## src/rtl/xy_waypoint_sequencer_if.sv

```systemverilog
// Ready/valid waypoint handshake between the command source and the sequencer.
// Each word carries one BCD waypoint: [7:4]=X, [3:0]=Y.
interface xy_waypoint_sequencer_if;
    logic [7:0] wp_data;
    logic       wp_valid;
    logic       wp_ready;

    modport master (
        output wp_data,
        output wp_valid,
        input  wp_ready
    );

    modport slave (
        input  wp_data,
        input  wp_valid,
        output wp_ready
    );
endinterface

```

## src/rtl/xy_waypoint_sequencer.sv

```systemverilog
// Queues BCD X/Y waypoints and steps the XY controller through them one at a time,
// detecting arrival from the returned position bus and flagging BCD and timeout errors.
module xy_waypoint_sequencer #(
    parameter int unsigned DEPTH    = 4,
    parameter int unsigned MIN_MOVE = 4,
    parameter int unsigned SETTLE   = 2,
    parameter int unsigned TIMEOUT  = 255
) (
    input  logic                         clk,
    input  logic                         rst_n,
    xy_waypoint_sequencer_if.slave       wp,
    input  logic                         i_run,
    input  logic                         i_abort,
    input  logic [7:0]                   i_pos,
    output logic [7:0]                   o_target,
    output logic                         o_motion,
    output logic                         o_busy,
    output logic                         o_arrived,
    output logic                         o_done,
    output logic [$clog2(DEPTH+1)-1:0]   o_count,
    output logic                         o_bcd_err,
    output logic                         o_timeout_err
);

    localparam int unsigned CNT_W = $clog2(DEPTH + 1);
    localparam int unsigned PTR_W = $clog2(DEPTH);
    localparam int unsigned MV_W  = 8;
    localparam int unsigned ST_W  = $clog2(SETTLE + 1);

    localparam logic [CNT_W-1:0] DEPTH_C     = CNT_W'(DEPTH);
    localparam logic [MV_W-1:0]  MIN_MOVE_C  = MV_W'(MIN_MOVE);
    localparam logic [MV_W-1:0]  TO_LAST_C   = MV_W'(TIMEOUT - 1);
    localparam logic [ST_W-1:0]  SETTLE_LAST = ST_W'(SETTLE - 1);

    typedef enum logic [1:0] {
        S_IDLE,
        S_LOAD,
        S_MOVE,
        S_ARRIVE
    } state_t;

    state_t             r_state;
    state_t             w_state_nx;

    logic [7:0]         r_mem [DEPTH];
    logic [PTR_W-1:0]   r_rd_ptr;
    logic [PTR_W-1:0]   r_wr_ptr;
    logic [CNT_W-1:0]   r_count;

    logic [MV_W-1:0]    r_mv_cnt;
    logic [ST_W-1:0]    r_settle;
    logic [7:0]         r_target;
    logic               r_motion;
    logic               r_busy;
    logic               r_arrived;
    logic               r_done;
    logic               r_bcd_err;
    logic               r_timeout_err;

    logic               w_push;
    logic               w_bcd_ok;
    logic               w_store;
    logic               w_pop;
    logic               w_flush;
    logic               w_timeout;
    logic               w_chk_en;
    logic               w_match;
    logic [MV_W-1:0]    w_mv_cnt_nx;
    logic [ST_W-1:0]    w_settle_nx;
    logic [CNT_W-1:0]   w_count_nx;
    logic [PTR_W-1:0]   w_rd_nx;
    logic [PTR_W-1:0]   w_wr_nx;
    logic [PTR_W-1:0]   w_wr_addr;
    logic [PTR_W-1:0]   w_rd_plus;
    logic [7:0]         w_head_nx;

    assign wp.wp_ready = (r_count < DEPTH_C) & ~i_abort;

    assign w_push    = wp.wp_valid & wp.wp_ready;
    assign w_bcd_ok  = (wp.wp_data[7:4] <= 4'd9) && (wp.wp_data[3:0] <= 4'd9);
    assign w_store   = w_push & w_bcd_ok;
    assign w_chk_en  = (r_mv_cnt >= MIN_MOVE_C);
    assign w_match   = (i_pos == r_target);
    assign w_rd_plus = r_rd_ptr + PTR_W'(1);
    // When leaving ARRIVE straight into LOAD the head is the entry behind the one being popped.
    assign w_head_nx = w_pop ? r_mem[w_rd_plus] : r_mem[r_rd_ptr];

    // Next-state and per-cycle control decisions.
    always_comb begin
        w_state_nx  = r_state;
        w_mv_cnt_nx = '0;
        w_settle_nx = '0;
        w_pop       = 1'b0;
        w_flush     = 1'b0;
        w_timeout   = 1'b0;
        if (i_abort) begin
            w_state_nx = S_IDLE;
            w_flush    = 1'b1;
        end else begin
            unique case (r_state)
                S_IDLE: begin
                    if (i_run && (r_count != '0)) begin
                        w_state_nx = S_LOAD;
                    end
                end
                S_LOAD: begin
                    w_state_nx = S_MOVE;
                end
                S_MOVE: begin
                    w_mv_cnt_nx = r_mv_cnt + MV_W'(1);
                    if (w_chk_en && w_match) begin
                        w_settle_nx = r_settle + ST_W'(1);
                    end
                    if (w_chk_en && w_match && (r_settle == SETTLE_LAST)) begin
                        w_state_nx = S_ARRIVE;
                    end else if (r_mv_cnt == TO_LAST_C) begin
                        w_state_nx = S_IDLE;
                        w_timeout  = 1'b1;
                        w_flush    = 1'b1;
                    end
                end
                S_ARRIVE: begin
                    w_pop = 1'b1;
                    if (i_run && (r_count > CNT_W'(1))) begin
                        w_state_nx = S_LOAD;
                    end else begin
                        w_state_nx = S_IDLE;
                    end
                end
                default: begin
                    w_state_nx = S_IDLE;
                end
            endcase
        end
    end

    // FIFO pointer/occupancy update; a flush still keeps a word accepted in the same cycle.
    always_comb begin
        w_count_nx = r_count;
        w_rd_nx    = r_rd_ptr;
        w_wr_nx    = r_wr_ptr;
        w_wr_addr  = r_wr_ptr;
        if (w_flush) begin
            w_rd_nx    = '0;
            w_wr_addr  = '0;
            w_wr_nx    = w_store ? PTR_W'(1) : '0;
            w_count_nx = w_store ? CNT_W'(1) : '0;
        end else begin
            if (w_store) begin
                w_wr_nx = r_wr_ptr + PTR_W'(1);
            end
            if (w_pop) begin
                w_rd_nx = w_rd_plus;
            end
            unique case ({w_store, w_pop})
                2'b10:   w_count_nx = r_count + CNT_W'(1);
                2'b01:   w_count_nx = r_count - CNT_W'(1);
                default: w_count_nx = r_count;
            endcase
        end
    end

    always_ff @(posedge clk) begin
        if (w_store) begin
            r_mem[w_wr_addr] <= wp.wp_data;
        end
    end

    always_ff @(posedge clk or negedge rst_n) begin
        if (!rst_n) begin
            r_state <= S_IDLE;
        end else begin
            r_state <= w_state_nx;
        end
    end

    // Datapath and registered outputs, all derived from the next-state decision.
    always_ff @(posedge clk or negedge rst_n) begin
        if (!rst_n) begin
            r_rd_ptr      <= '0;
            r_wr_ptr      <= '0;
            r_count       <= '0;
            r_mv_cnt      <= '0;
            r_settle      <= '0;
            r_target      <= 8'h00;
            r_motion      <= 1'b0;
            r_busy        <= 1'b0;
            r_arrived     <= 1'b0;
            r_done        <= 1'b0;
            r_bcd_err     <= 1'b0;
            r_timeout_err <= 1'b0;
        end else begin
            r_rd_ptr      <= w_rd_nx;
            r_wr_ptr      <= w_wr_nx;
            r_count       <= w_count_nx;
            r_mv_cnt      <= (w_state_nx == S_MOVE) ? w_mv_cnt_nx : '0;
            r_settle      <= w_settle_nx;
            if (w_state_nx == S_LOAD) begin
                r_target <= w_head_nx;
            end
            r_motion      <= (w_state_nx == S_MOVE);
            r_busy        <= (w_state_nx != S_IDLE);
            r_arrived     <= (w_state_nx == S_ARRIVE);
            r_done        <= (w_state_nx == S_ARRIVE) && (w_count_nx == CNT_W'(1));
            r_bcd_err     <= r_bcd_err | (w_push & ~w_bcd_ok);
            r_timeout_err <= r_timeout_err | w_timeout;
        end
    end

    assign o_target      = r_target;
    assign o_motion      = r_motion;
    assign o_busy        = r_busy;
    assign o_arrived     = r_arrived;
    assign o_done        = r_done;
    assign o_count       = r_count;
    assign o_bcd_err     = r_bcd_err;
    assign o_timeout_err = r_timeout_err;

endmodule

```

## src/flat_wrapper.sv

```systemverilog
// flat-port wrapper written by rule: the top's interface ports become plain ports
module xy_waypoint_sequencer_flat 
#(
    parameter int unsigned DEPTH    = 4,
    parameter int unsigned MIN_MOVE = 4,
    parameter int unsigned SETTLE   = 2,
    parameter int unsigned TIMEOUT  = 255
)
  (clk, rst_n, i_run, i_abort, i_pos, o_target, o_motion, o_busy, o_arrived, o_done, o_count, o_bcd_err, o_timeout_err, wp_wp_data, wp_wp_valid, wp_wp_ready);
  xy_waypoint_sequencer_if wp_i ();
  input  logic clk;
  input  logic rst_n;
  input  logic i_run;
  input  logic i_abort;
  input  logic [7:0] i_pos;
  output logic [7:0] o_target;
  output logic o_motion;
  output logic o_busy;
  output logic o_arrived;
  output logic o_done;
  output logic [$clog2(DEPTH+1)-1:0] o_count;
  output logic o_bcd_err;
  output logic o_timeout_err;
  input wire logic [$bits(wp_i.wp_data)-1:0] wp_wp_data;
  input wire logic [$bits(wp_i.wp_valid)-1:0] wp_wp_valid;
  output wire logic [$bits(wp_i.wp_ready)-1:0] wp_wp_ready;
  assign wp_i.wp_data = wp_wp_data;
  assign wp_i.wp_valid = wp_wp_valid;
  assign wp_wp_ready = wp_i.wp_ready;
  xy_waypoint_sequencer #(.DEPTH(DEPTH), .MIN_MOVE(MIN_MOVE), .SETTLE(SETTLE), .TIMEOUT(TIMEOUT)) u_core (.clk(clk), .rst_n(rst_n), .wp(wp_i), .i_run(i_run), .i_abort(i_abort), .i_pos(i_pos), .o_target(o_target), .o_motion(o_motion), .o_busy(o_busy), .o_arrived(o_arrived), .o_done(o_done), .o_count(o_count), .o_bcd_err(o_bcd_err), .o_timeout_err(o_timeout_err));
endmodule
```

## config.mk

```make
export PLATFORM = sky130hd
export DESIGN_NAME = xy_waypoint_sequencer_flat
export DESIGN_NICKNAME = d
export VERILOG_FILES = /design/src/rtl/xy_waypoint_sequencer_if.sv /design/src/rtl/xy_waypoint_sequencer.sv /design/src/flat_wrapper.sv
export SDC_FILE = /design/constraint.sdc
export NUM_CORES = 1
export LEC_CHECK = 0
export CORE_MARGIN = 1
export CORE_UTILIZATION = 45
export DETAILED_ROUTE_END_ITERATION = 10
export PLACE_DENSITY = 0.76
export REMOVE_ABC_BUFFERS = 1
export SLEW_MARGIN = 20
export SYNTH_ARGS = -nofsm -noshare
export SYNTH_HDL_FRONTEND = slang
export SYNTH_SLANG_ARGS = --single-unit
```

## constraint.sdc

```tcl
create_clock -name clk -period 3 [get_ports clk]
set_input_delay 0.3 -clock clk [delete_from_list [all_inputs] [get_ports clk]]
set_output_delay 0.3 -clock clk [all_outputs]
set_load 0.1 [all_outputs]
```

---- Yosys cells after proc, flatten, opt, wreduce, memory -nomap -nowiden ----
Memories as Yosys holds them, arrays and structs flattened.
Index checks and enable logic that the tools add are counted.
operators by class
  add/subtract/negate cells ............... 6
  magnitude comparators ................... 5
  equality and inequality tests ........... 12
  multiplexer cells ....................... 31
  bitwise gates (word level) .............. 8
  reduce and logical (&&, ||, !) cells .... 11
operators with widths
  cell                   count
  $mux W8                4
  $mux W2                12
  $mux W1                12
  $eq A2 B2 Y1 const B   5
  $add A8 B1 Y8 const B  1
  $eq A2 B1 Y1 const B   4
  $eq A8 B8 Y1           1
  $eq A8 B8 Y1 const B   1
  $ge A8 B3 Y1 const B   1
  $le A4 B4 Y1 const B   2
  $pmux W2 S4            1
  $add A2 B1 Y2 const B  3
  $logic_and A1 B1 Y1    6
  $pmux W3 S2            1
  $reduce_bool A2 Y1     3
  $and A1 B1 Y1          4
  $add A3 B1 Y3 const B  1
  $eq A3 B1 Y1 const B   1
  $gt A3 B1 Y1 const B   1
  $lt A3 B3 Y1 const B   1
  $mux W3                1
  $reduce_bool A3 Y1     1
  $sub A3 B1 Y3 const B  1
  $logic_not A2 Y1       1
  other kinds (2)        4
word-level totals
  register bits after elaboration ......... 33
  memory bits (writable) .................. 32
  bits of input ports ..................... 21
  output and inout bits ................... 18
  logic and storage cells ................. 87
  memories kept ........................... 1
memory list
  memory        depth  width  read ports  clocked after memory_dff  wr ports  line                         text
  u_core.r_mem  4      8      2           0                         1         xy_waypoint_sequencer.sv:45  logic [7:0] r_mem [DEPTH];

---- Longest topological paths before layout ----
Gate-level depths: netlist of run 1.
  depth after elaboration ................. 9
  gate-level depth with buffers ........... 10
  gate-level depth less buffers ........... 9

---- Least setup slack after synthesis of run 1 ----
OpenSTA, ideal clock, no wires.
  path type ............................... register to register
  from .................................... register u_core.r_count[2], in the netlist u_core.o_count[2]
  to ...................................... memory u_core.r_mem[2][0] (enable)
  arrival time ............................ 3475 ps
  data required time ...................... 2605 ps
  path slack .............................. -870 ps
  stages on the path, launching flop included .. 4
  cell sequence ........................... dfrtp_1 -> nor2_1 -> nand4_1 -> nor4_1
on the way
  cells in the longest elaborated chain, start to end .. 6
RTL lines
  what                           line                          text
  start: declaration             xy_waypoint_sequencer.sv:48   logic [CNT_W-1:0] r_count;
  start signal: assignment       xy_waypoint_sequencer.sv:195  r_count <= w_count_nx;
  $lt A3 B3 Y1                   xy_waypoint_sequencer.sv:77   assign wp.wp_ready = (r_count < DEPTH_C) & ~i_abort;
  $and A1 B1 Y1                  xy_waypoint_sequencer.sv:77
  named net wp_wp_ready          flat_wrapper.sv:26            output wire logic [$bits(wp_i.wp_ready)-1:0] wp_wp_ready;
  $and A1 B1 Y1                  xy_waypoint_sequencer.sv:79   assign w_push = wp.wp_valid & wp.wp_ready;
  $and A1 B1 Y1                  xy_waypoint_sequencer.sv:81   assign w_store = w_push & w_bcd_ok;
  $mux W1                        xy_waypoint_sequencer.sv:164  if (w_store) begin
  $mux W1 (not written as such)  xy_waypoint_sequencer.sv:165  r_mem[w_wr_addr] <= wp.wp_data;
  end: declaration               xy_waypoint_sequencer.sv:45
The timed path passes the listed nets, and every way through them passes these cells.

---- Final worst setup path of run 1 ----
  from .................................... register u_core.r_mv_cnt[6]
  to ...................................... memory u_core.r_mem[0][0] (enable)
on the way
  cells in the longest elaborated chain, start to end .. 7
  elaborated cells on any way between the ends .. 9
RTL lines
  what                               line                          text
  start: declaration                 xy_waypoint_sequencer.sv:50   logic [MV_W-1:0] r_mv_cnt;
  start signal: assignment           xy_waypoint_sequencer.sv:196  r_mv_cnt <= (w_state_nx == S_MOVE) ? w_mv_cnt_nx : '0;
  $ge A8 B3 Y1                       xy_waypoint_sequencer.sv:82   assign w_chk_en = (r_mv_cnt >= MIN_MOVE_C);
  $logic_and A1 B1 Y1 (2 in series)  xy_waypoint_sequencer.sv:114  if (w_chk_en && w_match && (r_settle == SETTLE_LAST)) begin
  $mux W1 *                          xy_waypoint_sequencer.sv:114
  $mux W1 *                          xy_waypoint_sequencer.sv:100  unique case (r_state)
  $mux W1 *                          xy_waypoint_sequencer.sv:96   if (i_abort) begin
  $mux W2 *                          xy_waypoint_sequencer.sv:143  if (w_flush) begin
Mark *: on every way between the ends. The rest lies on a longest branch, timed or not.

==> results_dict.tcl, run 1 <==
set metrics [dict create \
    status "finished clean" \
    nets 323 \
    synth_top_family_by_area "multiplexers" \
    die_area_mm2 0.00750 \
    async_flop_share_pct 50.8 \
    crit_buf_inv 0 \
    post-cts-setup-buffers 0 \
    r2r_setup_slack_ns 0.55 \
    holdCritPathClass "in2async" \
    ys.flop_type "dfrtp_1" \
    cts_tree "built" \
    post_drt_wl_per_cell_um 15.3 \
    synth_cell_types 44 \
    synth_edf_count 32 \
    placedCellCount 377 \
    layout_common_cells "dfrtp_1 (33), edfxtp_1 (32), nor2_1 (23), clkdlybuf4s50_1 (23), buf_4 (21)" \
    finalCriticalPeriod_ns 2.45 \
    postCtsHoldBufs 0 \
    core_region_area_mm2 0.00687 \
    first_pass_iters 4 \
    r2r-start "u_core.r_mv_cnt[6]" \
    avgSynthCellArea_um2 13.2 \
    power_density_mw_per_mm2 613 \
    cp_num_cells 5 \
    muxShareOfSynthArea_pct 13.7 \
    power_leakage_nw 1.46 \
    routed_via_density 5.35 \
    rows 30 \
    dpl.hpwl_mm 4.47 \
    ioPinCount 39 \
    synth_xor_area_share_pct 4.90 \
    setup_tns_ns 0 \
    cts.htree.levels 3 \
    grt_max_degree 34 \
    start_util_pct 46.9 \
    routed_wirelength_mm 6.02 \
    syn_area_mm2 0.00322 \
    syn_to_final_growth_pct 20.1 \
    synthAdderAreaFrac_pct 3.89 \
    synth_compound_area_share_pct 10.2 \
    die_height_um 86.6 \
    critPathRequiredTime_ns 2.98 \
    ff2ff_path_depth 5 \
    arrival_ns 2.44 \
    crit_family "compound AO/OA/AOI/OAI gates" \
    syn_inst 244 \
    max_slew_margin_pct 35.4 \
    drive_above_1_share_pct 20.9 \
    dpl_cell_area_mm2 0.00370 \
    final_cell_area_mm2 0.00386 \
    yosys_warnings 0 \
    fmax_ghz 0.407 \
    crit_path_end_kind "flop" \
    finalSetupViolCount 0 \
    critical_path_class "reg2reg" \
    drv_slew 0 \
    drt_iter0_markers 93 \
    power_mw 2.37 \
    synth-simple-area-share_pct 9.29 \
    ys_seq_area_share_pct 55.5 \
    fin_cells 393 \
    ir_worst_vdd_mv 0.381 \
    cts-resized-gates 0 \
    cp_max_fo 9 \
    max_stage_delay_ns 0.55 \
    cts.reportedPaths.clkPinSlew_ns 0.07 \
    cts.path.max_buffers 2 \
    clock_latency_ns 0.33 \
    min_period_over_period_pct 81.8 \
    numCtsBuffers 9 \
    startpoint "u_core.r_mv_cnt[6]" \
    clock_skew_ns 0.00492 \
    r2r_end "u_core.r_mem[0][0]" \
    port-buffer-count 38 \
    diodes 0 \
    max_slew.worst_pin.slew_ns 0.966 \
    hold_viol 0 \
    worstSetupStartpointType "flop" \
    crit_end "u_core.r_mem[0][0]" \
    grtUsageTotal_pct 18.0 \
    postRouteAntennaNets 0 \
    die_x_um 86.6 \
    max_cap_viol_count 0 \
    final_common_cell "dfrtp_1" \
    grt_pass1_wl_mm 9.96 \
    antenna_found_initial 0 \
    overflow 0 \
    rsz0062_at_grt "no" \
    gp_congestion 0.869 \
    synth_seq_cells 65 \
    crit_slowest_cell "or4_4" \
    crit_chain "or4_4 -> o311ai_4 -> o31ai_4 -> o21ai_4 -> o21a_1" \
    cts.sinks 65 \
    holdWs_ns 0.372 \
    dr_total_vias 2104 \
    cts_root_buf "clkbuf_8" \
    drc 0 \
    grt_pass1_vias 2100 \
]
[synth_stat cells, types with 2 or more instances]
cell | count | area (um2)
a211oi_1 | 2 | 15.0
a21oi_1 | 3 | 15.0
buf_2 | 3 | 15.0
clkbuf_1 | 3 | 11.3
dfrtp_1 | 33 | 826
edfxtp_1 | 32 | 961
ha_1 | 10 | 125
inv_1 | 13 | 48.8
mux2i_1 | 8 | 80.1
mux4_2 | 16 | 360
nand2_1 | 18 | 67.6
nand2b_1 | 2 | 12.5
nand3_1 | 6 | 30.0
nand4_1 | 2 | 12.5
nor2_1 | 23 | 86.3
nor2b_1 | 2 | 12.5
nor3_1 | 6 | 30.0
nor4_1 | 2 | 12.5
o211ai_1 | 4 | 30.0
o21ai_0 | 13 | 65.1
o21bai_1 | 2 | 15.0
o22ai_1 | 2 | 12.5
o31ai_1 | 2 | 15.0
xnor2_1 | 14 | 123
xor2_1 | 4 | 35.0
[state kept, by name, indices dropped and copies added (netlist names), 2 cells and up]
name	count
u_core.r_wr_ptr	2
u_core.r_mv_cnt	8
u_core.r_state	2
u_core.o_target	8
u_core.o_count	3
u_core.r_mem	32
u_core.r_rd_ptr	2
u_core.r_settle	2
[per-stage QoR]
step                setup slack (ns)  util [%]
detailed placement             0.423      53.8
CTS                            0.529      56.2
finish                         0.545      56.3
floorplan                     -0.870         -
global route                   0.427      56.3
global placement               0.528      53.8
[cells by family (layout without fill, tap and decap cells)]
group | after synthesis | in the layout
compound gates | 41 | 41
xor+xnor | 18 | 18
buf+inv | 21 | 74
fa+ha+maj | 10 | 10
flops | 65 | 65
mux | 24 | 24
simple gates | 65 | 65
[per-layer routing]
| metal | GRT usage, % | wire length (um) |
|---|---|---|
| met3 | 5.52 | 307 |
| met5 | 0 | 0 |
| met4 | 5.15 | 61 |
| met2 | 30.9 | 3090 |
| met1 | 22.0 | 2560 |
[layout make-up]
| type | count | area, um2 |
|---|---|---|
| fillers | 574 | 3000 |
| flip-flops and latches | 65 | 1790 |
| multi-input cells | 158 | 1350 |
| repair buffers | 44 | 388 |
| clock buffers | 11 | 131 |
| well taps | 96 | 120 |
| inverters | 14 | 52.6 |
| clock inverters | 5 | 32.5 |
[where the power goes]
part           switching [mW]  internal, mW
logic                   0.534         0.165
registers              0.0668         0.999
clock network           0.309         0.297
[worst min-delay path by stage]
| stage | start | endpoint | slack, ns | cells past startpoint |
|---|---|---|---|---|
| floorplan | rst_n | u_core.o_arrived | 0.004 | 0 |
| global placement | u_core.r_settle[0] | u_core.r_settle[0] | 0.43 | 1 |
| detailed placement | u_core.r_settle[0] | u_core.r_settle[0] | 0.44 | 1 |
| CTS | rst_n | u_core.o_busy | 0.39 | 2 |
| global route | rst_n | u_core.o_motion | 0.41 | 2 |
| finish | rst_n | u_core.o_timeout_err | 0.37 | 2 |
(Power assumes the default switching activity.)
==> run 2: changes to the inputs <==
==> constraint.sdc (replaced) <==
create_clock -name clk -period 2.36 [get_ports clk]
set_input_delay 0.236 -clock clk [delete_from_list [all_inputs] [get_ports clk]]
set_output_delay 0.236 -clock clk [all_outputs]
set_load 0.1 [all_outputs]
==> run 2 against run 1 <==
Compared with the run above: wire length up 5.0%; clock skew up 0.0031 ns; power up 36%; global-route usage up 0.50 points; hold slack worse by 0.076 ns; maximum frequency up 7.1%; sequential power up 26%; core utilization up 2.8 points; non-clock buffer count up 19; critical path type unchanged; highest routed layer unchanged.
==> results_dict.tcl, run 2 (synthesis gave the netlist of run 1 again) <==
set metrics [dict create \
    status "finished clean" \
    post_drt_wl_per_cell_um 15.3 \
    grt_pass1_vias 2080 \
    drive_above_1_share_pct 26.9 \
    cts.reportedPaths.clkPinSlew_ns 0.07 \
    max_slew_margin_pct 61.7 \
    cts.sinks 65 \
    switching_power_mw 1.22 \
    die_height_um 86.6 \
    final_cell_area_mm2 0.00406 \
    critical_path_class "reg2reg" \
    power_density_mw_per_mm2 791 \
    hold_viol 0 \
    clock_skew_ns 0.00802 \
    start_util_pct 46.9 \
    max_cap_viol_count 0 \
    holdWs_ns 0.296 \
    fmax_ghz 0.436 \
    cts.path.max_buffers 2 \
    worstSetupStartpointType "flop" \
    postRouteAntennaNets 0 \
    gp_congestion 0.821 \
    cts_tree "built" \
    first_pass_iters 4 \
    die_x_um 86.6 \
    drt_iter0_markers 116 \
    grt_max_degree 34 \
    layout_common_cells "buf_4 (41), dfrtp_1 (33), edfxtp_1 (32)" \
    routed_via_density 5.29 \
    ir_worst_vdd_mv 0.427 \
    routed_wirelength_mm 6.32 \
    finalCriticalPeriod_ns 2.29 \
    top_register "u_core.r_mem" \
    grt_pass1_wl_mm 10.3 \
    min_period_over_period_pct 97.1 \
    critPathRequiredTime_ns 2.42 \
    dr_total_vias 2180 \
    cp_max_fo 8 \
    finalSetupViolCount 0 \
    antenna_found_initial 0 \
    cts.htree.levels 3 \
    diodes 0 \
    dpl.hpwl_mm 4.56 \
    syn_to_final_growth_pct 26.1 \
    ff2ff_path_depth 6 \
    die_area_mm2 0.00750 \
    pwr-share-clk_pct 29.6 \
    numCtsBuffers 9 \
    max_slew.worst_pin.slew_ns 0.569 \
    largest_reg_flops 32 \
    core_region_area_mm2 0.00687 \
    clock_latency_ns 0.34 \
    drv_slew 0 \
    power_frac_seq_pct 42.1 \
    nets 342 \
    drc 0 \
    utilization_pct 59.1 \
    overflow 0 \
    grtUsageTotal_pct 18.5 \
    ioPinCount 39 \
    holdCritPathClass "in2async" \
    port-buffer-count 38 \
    crit_path_end_kind "flop" \
    switching_share_pct 38.0 \
    cts_root_buf "clkbuf_8" \
    p_comb_share_pct 28.4 \
    arrival_ns 2.35 \
    intPower_mw 1.99 \
    rows 30 \
    postCtsHoldBufs 0 \
    dpl_cell_area_mm2 0.00383 \
    power_leakage_nw 1.59 \
    final_common_cell "buf_4" \
]
==> run 2: changes by cell type in the layout (fill, tap and decap cells not counted) <==
| cell | change |
|---|---|
| clkinvlp_4 | -2 |
| buf_4 | +20 |
| inv_6 | +3 |
| clkdlybuf4s50_1 | -3 |
| clkbuf_1 | -2 |
| clkinv_4 | +1 |
| o21ai_1 | +1 |
| bufinv_16 | +1 |
| o21ai_2 | -1 |
| clkinv_2 | -1 |
| buf_12 | +2 |
==> run 2: metal layers <==
| layer | track usage (%) | up-vias | wire length, um |
|---|---|---|---|
| met4 | 7.42 | 0 | 29 |
| met5 | 0 | - | 0 |
| met2 | 29.7 | 59 | 3220 |
| li1 | - | 1030 | - |
| met1 | 24.2 | 1085 | 2790 |
| met3 | 4.57 | 6 | 283 |
==> run 2: layout make-up <==
class                   instances  area [um2]
clock buffers                   9         124
multi-input cells             158        1350
well taps                      96         120
fillers                       550        2810
flip-flops and latches         65        1790
clock inverters                 7        77.6
inverters                      14        52.6
repair buffers                 63         548
==> run 2: worst max-delay path: stages, from the launching register on <==
cell,delay (ns)
dfrtp_1,0.41
or4_4,0.55
o311ai_4,0.36
o31ai_4,0.11
o21ai_4,0.25
o21a_1,0.19
buf_12,0.14
==> run 2: worst paths after layout <==
kind	start	to	slack (ns)
setup / recovery	u_core.r_mv_cnt[6]	u_core.r_mem[0][4]	0.07
hold / removal	rst_n	u_core.o_busy	0.30
setup reg to reg	u_core.r_mv_cnt[6]	u_core.r_mem[0][4]	0.07
hold reg to reg	u_core.r_settle[0]	u_core.r_settle[0]	0.47
max in group asynchronous	rst_n	u_core.r_settle[0]	1.76
min in group clk	u_core.r_settle[0]	u_core.r_settle[0]	0.47
==> run 2: power by group through the flow <==
| stage | clock network [mW] | registers, mW | logic (mW) |
|---|---|---|---|
| after floorplan | 0 | 1.86 | 0.177 |
| after global placement | 0 | 1.37 | 0.907 |
| after detailed placement | 0 | 1.38 | 0.911 |
| after CTS | 0.969 | 1.35 | 0.914 |
| after global routing | 1.01 | 1.36 | 0.952 |
| final | 0.950 | 1.35 | 0.912 |
==> run 2: metrics by stage <==
stage / total power [mW] / TNS, ns / instances / setup slack [ns]
2_1_floorplan: 2.04 / -49.92 / 237 / -1.51
5_1_grt: 3.33 / -0.00651 / 412 / -0.00285
4_1_cts: 3.23 / 0 / 408 / 0.0514
6_report: 3.21 / 0 / 412 / 0.0688
3_5_place_dp: 2.29 / -0.0798 / 392 / -0.0102
3_3_place_gp: 2.28 / 0 / 392 / 0.0782
==> run 2: repair_timing <==
action / CTS / global route
gates resized for setup: 0 / 0
endpoints found under the setup margin: 0 / 8
buffers inserted: 0 / 4
==> run 3: changes to the inputs <==
--- a/config.mk
+++ b/config.mk
@@ -7,9 +7,12 @@
 export LEC_CHECK = 0
 export CORE_MARGIN = 1
 export CORE_UTILIZATION = 45
+export CTS_CLUSTER_SIZE = 20
 export DETAILED_ROUTE_END_ITERATION = 10
 export PLACE_DENSITY = 0.76
 export REMOVE_ABC_BUFFERS = 1
+export SETUP_SLACK_MARGIN = 0.5
+export SKIP_CTS_REPAIR_TIMING = 1
 export SLEW_MARGIN = 20
 export SYNTH_ARGS = -nofsm -noshare
 export SYNTH_HDL_FRONTEND = slang
==> run 3 against run 2 <==
Compared with the run above: power rose by 1.6%; non-clock buffer count rose by 8; clock-buffer cell count did not move.
==> results_dict.tcl, run 3 (synthesis gave the netlist of run 1 again) <==
set metrics [dict create \
    status "finished clean" \
    die_area_mm2 0.00750 \
    core_region_area_mm2 0.00687 \
    grt_pass1_wl_mm 10.3 \
    switching_power_mw 1.25 \
    largest_reg_flops 32 \
    diodes 0 \
    routed_via_density 5.38 \
    worstSetupStartpointType "flop" \
    post_drt_wl_per_cell_um 15.7 \
    layout_common_cells "buf_4 (45), dfrtp_1 (32), edfxtp_1 (32)" \
    rows 30 \
    crit_family "compound AO/OA/AOI/OAI gates" \
    syn_to_final_growth_pct 31.1 \
    cts.htree.levels 3 \
    critical_path_class "reg2reg" \
    crit_buf_inv 2 \
    fmax_ghz 0.440 \
    hold_viol 0 \
    drt_iter0_markers 117 \
    pwr-share-clk_pct 29.5 \
    cts.reportedPaths.clkPinSlew_ns 0.08 \
    port-buffer-count 38 \
    cp_max_fo 8 \
    cp_common_cell "buf_4" \
    max_slew_margin_pct 59.6 \
    crit_path_end_kind "flop" \
    power_frac_seq_pct 41.7 \
    overflow 0 \
    crit_chain "or4_4 -> o311ai_4 -> o31ai_4 -> o21ai_4 -> buf_4 -> nor3_1 -> buf_4" \
    cts_tree "built" \
    drv_slew 0 \
    p_comb_share_pct 28.8 \
    grt_max_degree 34 \
    grt_pass1_vias 2080 \
    ioPinCount 39 \
    min_period_over_period_pct 96.3 \
    max_slew.worst_pin.slew_ns 0.600 \
    critPathRequiredTime_ns 2.46 \
    ir_worst_vdd_mv 0.429 \
    clock_skew_ns 0.00768 \
    drive_above_1_share_pct 34.3 \
    grtUsageTotal_pct 18.5 \
    cts_root_buf "clkbuf_8" \
    max_cap_viol_count 0 \
    rsz0062_at_grt "yes" \
    cts.path.max_buffers 2 \
    power_density_mw_per_mm2 773 \
    arrival_ns 2.38 \
    holdCritPathClass "in2async" \
    die_height_um 86.6 \
    dpl.hpwl_mm 4.56 \
    power_mw 3.26 \
    top_register "u_core.r_mem" \
    start_util_pct 46.9 \
    numCtsBuffers 9 \
    postRouteAntennaNets 0 \
    finalCriticalPeriod_ns 2.27 \
    clock_latency_ns 0.35 \
    drc 0 \
    switching_share_pct 38.3 \
    nets 350 \
    fillCellCount 538 \
    routed_wirelength_mm 6.58 \
    first_pass_iters 4 \
    gp_congestion 0.821 \
    crit_slowest_cell "or4_4" \
    finalSetupViolCount 0 \
    holdWs_ns 0.288 \
    max_stage_delay_ns 0.55 \
    intPower_mw 2.01 \
    die_x_um 86.6 \
    power_leakage_nw 1.65 \
    cts.sinks 65 \
    antenna_found_initial 0 \
    dr_total_vias 2261 \
    final_common_cell "buf_4" \
]
## run 3: worst paths after layout
check                                   start                  to  slack, ns  cells after the start
min reg2reg                u_core.r_settle[0]  u_core.r_settle[0]       0.47                      1
min in group clk           u_core.r_settle[0]  u_core.r_settle[0]       0.47                      1
max reg2reg                u_core.r_mv_cnt[6]  u_core.r_mem[3][0]       0.09                      7
max in group asynchronous               rst_n   u_core.r_state[0]       1.75                      2
max                        u_core.r_mv_cnt[6]  u_core.r_mem[3][0]       0.09                      7
min                                     rst_n       u_core.o_busy       0.29                      2
## run 3: stage by stage
stage | std cells | utilization, % | TNS [ns] | setup slack [ns] | area (um2)
floorplan | 237 | - | -49.92 | -1.51 | 3190
global placement | 392 | 55.7 | 0 | 0.0782 | 3830
detailed placement | 392 | 55.7 | -0.0798 | -0.0102 | 3830
CTS | 408 | 58.7 | 0 | 0.0514 | 4030
global route | 420 | 61.4 | 0 | 0.0165 | 4220
finish | 420 | 61.4 | 0 | 0.0873 | 4220
## run 3: worst reg2reg max path: stages (launching register included)
cell      delay [ns]
dfrtp_1         0.41
or4_4           0.55
o311ai_4        0.36
o31ai_4         0.11
o21ai_4         0.23
buf_4           0.15
nor3_1          0.04
buf_4           0.18
## run 3: per-layer routing
metal  global-route usage (%)  routed length, um
met1                     24.2               2910
met2                     29.7               3360
met3                     4.57                225
met4                     7.42                 87
met5                        0                  0
## run 3: power groups by stage
| stage | registers, mW | clock network [mW] | logic, mW |
|---|---|---|---|
| after floorplan | 1.86 | 0 | 0.177 |
| after global placement | 1.37 | 0 | 0.907 |
| after detailed placement | 1.38 | 0 | 0.911 |
| after CTS | 1.35 | 0.969 | 0.914 |
| after global routing | 1.37 | 1.02 | 0.981 |
| final | 1.36 | 0.963 | 0.939 |
## run 3: final cells by class
cell class                 count  area, um2  share of cell area (%)
sequential                    65       1790                    42.4
multi-input combinational    158       1430                    33.9
timing repair buffer          71        627                    14.9
clock buffer                   9        124                    2.94
tap                           96        120                    2.85
inverter                      14       52.6                    1.25
clock inverter                 7       77.6                    1.84
